`src/rtl/dec_pkg.sv`:
```
// Shared types and limits for the strobe decoder.
package dec_pkg;

  typedef enum logic {
    DEC_IDLE = 1'b0,
    DEC_HOLD = 1'b1
  } dec_state_t;

  localparam int HIT_CNT_W = 16;
  localparam int HOLD_MAX  = 255;

endpackage

```
`src/rtl/onehot_dec.sv`:
```
// Combinational binary-to-one-hot decoder; optionally maps code 0 to all-zero.
module onehot_dec #(
  parameter int IN_W         = 3,
  parameter int ZERO_IS_NULL = 1
) (
  input  logic [IN_W-1:0]      code,
  output logic [(2**IN_W)-1:0] onehot
);

  always_comb begin
    onehot = '0;
    if (!(ZERO_IS_NULL != 0 && code == '0)) onehot[code] = 1'b1;
  end

endmodule

```
`src/rtl/dec_strobe_gen.sv`:
```
// Registered one-hot strobe generator: each accepted code drives a strobe for HOLD cycles.
// Optional hit counter (hit_count/cnt_clr ports) enabled by defining DEC_STROBE_CNT_EN.
module dec_strobe_gen
  import dec_pkg::*;
#(
  parameter int IN_W         = 3,
  parameter int HOLD         = 4,
  parameter int ZERO_IS_NULL = 1,
  localparam int OUT_W       = 2**IN_W
) (
  input  logic                 clk,
  input  logic                 rst_n,
`ifdef DEC_STROBE_CNT_EN
  input  logic                 cnt_clr,
  output logic [HIT_CNT_W-1:0] hit_count,
`endif
  input  logic                 in_valid,
  output logic                 in_ready,
  input  logic [IN_W-1:0]      in_code,
  output logic [OUT_W-1:0]     out_onehot,
  output logic                 out_valid,
  output logic                 busy
);

  localparam int CNT_W = (HOLD > 1) ? $clog2(HOLD) : 1;
  localparam logic [CNT_W-1:0] CNT_LOAD = CNT_W'(HOLD - 1);

  if (HOLD < 1 || HOLD > HOLD_MAX) begin : g_bad_hold
    $error("dec_strobe_gen: HOLD must be in 1..255");
  end

  dec_state_t       state_q, state_d;
  logic [CNT_W-1:0] cnt_q, cnt_d;
  logic [OUT_W-1:0] oh_q, oh_d;
  logic [OUT_W-1:0] dec;
  logic             accept;

  onehot_dec #(.IN_W(IN_W), .ZERO_IS_NULL(ZERO_IS_NULL)) u_dec (
    .code   (in_code),
    .onehot (dec)
  );

  assign out_valid  = (state_q == DEC_HOLD);
  assign busy       = out_valid;
  assign out_onehot = oh_q;
  assign in_ready   = !out_valid || (cnt_q == '0);
  assign accept     = in_valid && in_ready;

  // A reload at cnt==0 chains the next strobe with no idle gap.
  always_comb begin
    state_d = state_q;
    cnt_d   = cnt_q;
    oh_d    = oh_q;
    if (accept) begin
      state_d = DEC_HOLD;
      cnt_d   = CNT_LOAD;
      oh_d    = dec;
    end else if (state_q == DEC_HOLD) begin
      if (cnt_q != '0) begin
        cnt_d = cnt_q - 1'b1;
      end else begin
        state_d = DEC_IDLE;
        oh_d    = '0;
      end
    end
  end

  always_ff @(posedge clk or negedge rst_n) begin
    if (!rst_n) begin
      state_q <= DEC_IDLE;
      cnt_q   <= '0;
      oh_q    <= '0;
    end else begin
      state_q <= state_d;
      cnt_q   <= cnt_d;
      oh_q    <= oh_d;
    end
  end

`ifdef DEC_STROBE_CNT_EN
  logic [HIT_CNT_W-1:0] hit_q, hit_d;

  // Null-code accepts occupy the strobe window but are not counted.
  always_comb begin
    hit_d = hit_q;
    if (cnt_clr) hit_d = '0;
    else if (accept && (|dec) && (hit_q != '1)) hit_d = hit_q + 1'b1;
  end

  always_ff @(posedge clk or negedge rst_n) begin
    if (!rst_n) hit_q <= '0;
    else        hit_q <= hit_d;
  end

  assign hit_count = hit_q;
`endif

endmodule

```
`config.mk`:
```
export PLATFORM = sky130hd
export DESIGN_NAME = dec_strobe_gen
export DESIGN_NICKNAME = d
export VERILOG_FILES = /design/src/rtl/dec_pkg.sv /design/src/rtl/onehot_dec.sv /design/src/rtl/dec_strobe_gen.sv
export SDC_FILE = /design/constraint.sdc
export NUM_CORES = 1
export LEC_CHECK = 0
export BUFFER_PORTS_ARGS = -buffer_cell sky130_fd_sc_hd__buf_2
export CORE_AREA = 2 2 45 47
export CTS_CLUSTER_DIAMETER = 50
export CTS_CLUSTER_SIZE = 14
export DETAILED_ROUTE_END_ITERATION = 7
export DIE_AREA = 0 0 47 49
export PLACE_DENSITY_LB_ADDON = 0.05
export SLEW_MARGIN = 15
export SYNTH_ARGS = -nofsm -noshare
export SYNTH_HDL_FRONTEND = slang
export SYNTH_HIERARCHICAL = 1
export SYNTH_SLANG_ARGS = --single-unit
```
`constraint.sdc`:
```
create_clock -name clk -period 1.4 [get_ports clk]
set_input_delay 0.07 -clock clk [delete_from_list [all_inputs] [get_ports clk]]
set_output_delay 0.07 -clock clk [all_outputs]
set_load 0.1 [all_outputs]
```
### After elaboration in Yosys (flattened, before gate mapping)

Index checks and enable logic that the tools add are counted.

| storage, ports and cells | value |
|---|---|
| bits in registers | 11 |
| input port bits | 6 |
| output and inout bits | 11 |

| operators by class | value |
|---|---|
| $add $sub $neg | 1 |
| order comparisons | 2 |
| eq/ne operators | 1 |
| mux-type cells | 12 |
| reductions and logical operators | 11 |

Operator list:

| kind | number |
|---|---|
| $mux 8 | 4 |
| $mux 2 | 3 |
| $reduce_bool 2->1 | 3 |
| $lt 3x4->1 const B | 1 |
| $mux 1 | 4 |
| $reduce_and 2->1 | 2 |
| $demux 1 s3 | 1 |
| $ge 3x1->1 const B | 1 |
| $logic_not 3->1 | 1 |
| $logic_and 1x1->1 | 2 |
| $logic_not 2->1 | 1 |
| $ne 2x2->1 const B | 1 |
| $sub 2x1->2 const B | 1 |
| $logic_not 1->1 | 1 |
| $logic_or 1x1->1 | 1 |

### Depth between registers and ports, before layout

| depth | value |
|---|---|
| word-level depth | 6 |
| depth in mapped cells | 6 |
| depth with buffers taken out | 4 |

### Hierarchy

The synthesis kept the hierarchy.

By module, submodules not included:

| module | instances | cells an instance | area each (um^2) | sequential area each (um^2) |
|---|---|---|---|---|
| dec_strobe_gen | 1 | 58 | 614.3 | 275.3 |
| onehot_dec | 1 | 9 | 71.3 | 0.0 |

### Worst setup path before layout

OpenSTA, ideal clock, no wires.

| timing path | value |
|---|---|
| path kind | reg-to-reg |
| from | register state_q, in the netlist busy |
| to | register oh_q[0], in the netlist out_onehot[0] |
| setup time | 0.091 ns |
| data arrival time | 1.686 ns |
| setup slack | -0.377 ns |
| stages on the path, launching flop included | 5 |
| cells stage by stage | dfrtp_1 -> buf_2 -> nand2b_4 -> buf_6 -> o221ai_1 |

| between the ends | value |
|---|---|
| word-level cells in the longest chain between the ends | 5 |
| elaborated cells on any way between the ends | 7 |
| classes of those cells | eq/ne: 1; mux: 1; reduce/logical: 5 |

Ends and longest elaborated chain:

| what | RTL line | text |
|---|---|---|
| start: declaration | dec_strobe_gen.sv:32 | `dec_state_t state_q, state_d;` |
| start signal: assignment | dec_strobe_gen.sv:74 | `state_q <= state_d;` |
| $logic_not 1->1 * | dec_strobe_gen.sv:46 | `assign in_ready = !out_valid \|\| (cnt_q == '0);` |
| $logic_or 1x1->1 * | dec_strobe_gen.sv:46 |  |
| named net in_ready | dec_strobe_gen.sv:18 | `output logic in_ready,` |
| $logic_and 1x1->1 * | dec_strobe_gen.sv:47 | `assign accept = in_valid && in_ready;` |
| $ne 2x2->1 (no source line) or $reduce_bool 2->1 (tied branches) | -- |  |
| $reduce_and 2->1 (no source line) | -- |  |
| end signal: assignment | dec_strobe_gen.sv:76 | `oh_q <= oh_d;` |
| end: declaration | dec_strobe_gen.sv:34 | `logic [OUT_W-1:0] oh_q, oh_d;` |

The timed path passes the listed nets; every way through them passes the cells marked *.
A chain may end at the register's enable or synchronous reset.

### Worst setup path after layout

| timing path | value |
|---|---|
| from | register cnt_q[0] |
| to | output port in_ready |

| between the ends | value |
|---|---|
| word-level cells in the longest chain between the ends | 2 |

Ends and longest elaborated chain:

| what | RTL line | text |
|---|---|---|
| start: declaration | dec_strobe_gen.sv:33 | `logic [CNT_W-1:0] cnt_q, cnt_d;` |
| start signal: assignment | dec_strobe_gen.sv:75 | `cnt_q <= cnt_d;` |
| $logic_not 2->1 | dec_strobe_gen.sv:46 |  |
| $logic_or 1x1->1 | dec_strobe_gen.sv:46 |  |
| end: declaration | dec_strobe_gen.sv:18 |  |

No other way between the ends.

==> results by group <==
Outcome
  • Outcome: finished clean

Critical path
  • Worst endpoint required time: approximately 1.3 ns
  • Delay-heaviest family, CP: flip-flops
  • Worst path slowest cell: dfrtp_1
  • CP max stage delay: around 0.37 ns
  • Startpoint types: flip-flop
  • Critical-path cell list: inv_1, ha_1, nand2b_4, buf_12
  • Worst-path fanout max: 6
  • Worst Setup Path Type: reg2out
  • Crit path DAT: 1.24 ns
  • CP bufs+invs: 2
  • Worst Setup End Kind: primary output

Placement
  • Hpwl dp: ~940 um
  • Final Wtd Congestion: 0.676
  • Port Buf Inserts: 16

Timing
  • Minimum clock period: around 1.3 ns
  • Post-route clock period utilization: 0.936
  • Highest clock rate: ~0.76 GHz
  • Setup violators final: 0
  • Setup TNS: 0 ns
  • Clock skew after layout: roughly 0.0027 ns
  • Slew Viols, Final: 0
  • RSZ-0062 raised after global routing: no
  • Hold Fails Final Rpt: 0

Floorplanning
  • Die Height: slightly below 50 um
  • Starting Density: 0.372
  • IO Count: 17
  • Core area: around 1800 um2
  • Die area: between 2000 and 2500 um2
  • Die X: 47 um
  • Row count: 16

Final layout
  • P&R area growth vs syn: 20.6%
  • Most common cell after layout, fill and taps aside: buf_2
  • Fillers: roughly 190
  • Most frequent cells in the layout: buf_2 (15), inv_1 (10), mux2i_1 (10), dfrtp_1 (10)
  • Layout cells sized above 1: 0.341
  • Layout Nets: 93
  • Number of diodes: 0
  • Area of the multi-input gates: ~320 um2
  • Register area: around 280 um2

Clocking
  • CTS max path bufs: 2
  • CTS tree: done
  • CTS root buf: clkbuf_4
  • Reg clk slew, reported paths: ~0.080 ns
  • CTS sink cnt: 11
  • Num CTS Buffers: 3
  • # H-tree levels: 1
  • Skew-Pair Late Insertion Delay: 0.27 ns

Routing
  • DRT iter0 DRCs: 4
  • Vias per std cell: 4.65
  • Routed len/inst: 12.3 um
  • Final WL: ~1.4 mm
  • First drt pass iteration count: 2
  • Antenna-violating nets left: 0
  • DR DRC count: 0
  • Vias: 521

Synth
  • Syn Std Cell Area: roughly 700 um2
  • Cells after synthesis: 67
  • #FFs+latches synth: 11
  • Warnings from Yosys: 6
  • Distinct cell type count after synthesis: 16
  • Synthesized net count: 74
  • Mean Syn Cell Area: 10.2 um2
  • Register area share after synthesis: 0.401

GRT
  • Grt met2 use: 0.219
  • Met1 usage: 0.198
  • First-pass GRT wire length: ~2.5 mm
  • Met3 Usage GRT: 0.0222
  • Number of global-route vias before repair: ~560
  • Gr ovfl total: 0
  • Largest net degree at the start of global routing: 20
  • Busiest grt layer: met2
  • Overall Global Routing Usage: 0.148
  • Antenna violations before repair: 0

Hold path
  • Worst hold path type: in2async

Flow run
  • Maxcap violations: 0
-- state kept, by name, indices dropped and copies added, names as in the netlist --
signal	flops
busy	1
cnt_q	2
out_onehot	8
-- stage by stage --
step / instances / hold WS, ns / util / setup slack, ns / instance area (um2)
6_report: 112 / 0.201 / 0.449 / 0.0889 / 827
2_1_floorplan: 67 / -0.226 / - / 0.0298 / 698
3_5_place_dp: 104 / -0.0392 / 0.417 / 0.222 / 768
3_3_place_gp: 104 / -0.0377 / 0.417 / 0.242 / 768
5_1_grt: 112 / 0.229 / 0.449 / 0.0220 / 827
4_1_cts: 109 / 0.194 / 0.437 / 0.0108 / 805
-- routing by layer --
layer | vias up | wire, um
met1 | 244 | 660
met2 | 7 | 669
li1 | 268 | -
met5 | - | 0
met4 | 0 | 13
met3 | 2 | 36
-- logic make-up (layout without fill, tap and decap cells) --
kind of cell,count (synthesis),after routing,synth area share
muxes,10,10,0.146
adders and majority gates,1,1,0.0182
AOI/OAI and AO/OA,8,8,0.102
other,1,1,0.00547
DFF,11,11,0.401
and+or+nand+nor,19,19,0.188
buffers and inverters,17,35,0.139
-- worst paths after layout --
kind | startpoint | endpoint | slack, ns | cells after the start
worst max-delay path | cnt_q[0] | in_ready | 0.09 | 4
worst min-delay path | rst_n | out_onehot[0] | 0.20 | 2
worst max register to register | cnt_q[0] | busy | 0.14 | 5
worst min register to register | cnt_q[0] | cnt_q[0] | 0.48 | 1
max in group asynchronous | rst_n | busy | 0.96 | 2
min in group clk | in_code[2] | out_onehot[2] | 0.23 | 4
-- area by class of cell --
type / count / share of cell area
inverter: 10 / 0.0454
tap: 27 / 0.0408
timing repair buffer: 21 / 0.163
clock buffer: 4 / 0.0318
multi-input combinational: 39 / 0.381
sequential: 11 / 0.337
-- worst reg2reg max path: stages (launching register included) --
cell,delay (ns)
dfrtp_1,0.39
inv_1,0.06
ha_1,0.15
nand2b_4,0.18
buf_4,0.15
or2b_1,0.22
-- cells in the mapped netlist --
master / n / area (um2)
nor2_1: 2 / 7.51
o221ai_1: 8 / 70.1
buf_4: 4 / 30.0
nand2b_4: 1 / 13.8
dfrtp_1: 11 / 275
mux2i_1: 10 / 100
inv_1: 10 / 37.5
ha_1: 1 / 12.5
buf_2: 1 / 5.00
or2b_1: 1 / 7.51
conb_1: 1 / 3.75
buf_6: 2 / 22.5
nand3_1: 8 / 40.0
nor3b_1: 3 / 22.5
and3_2: 1 / 7.51
and3b_2: 3 / 30.0
-- repair_timing --
item,CTS,global route
setup endpoints to repair,0,1
endpoints found under the hold margin,11,0
gates resized for setup,0,0
hold buffers,1,0
buffers inserted,0,3
Power is left out: the tool's default activity adds up to more than one toggle a clock period on the data nets, which glitch-free logic cannot reach.
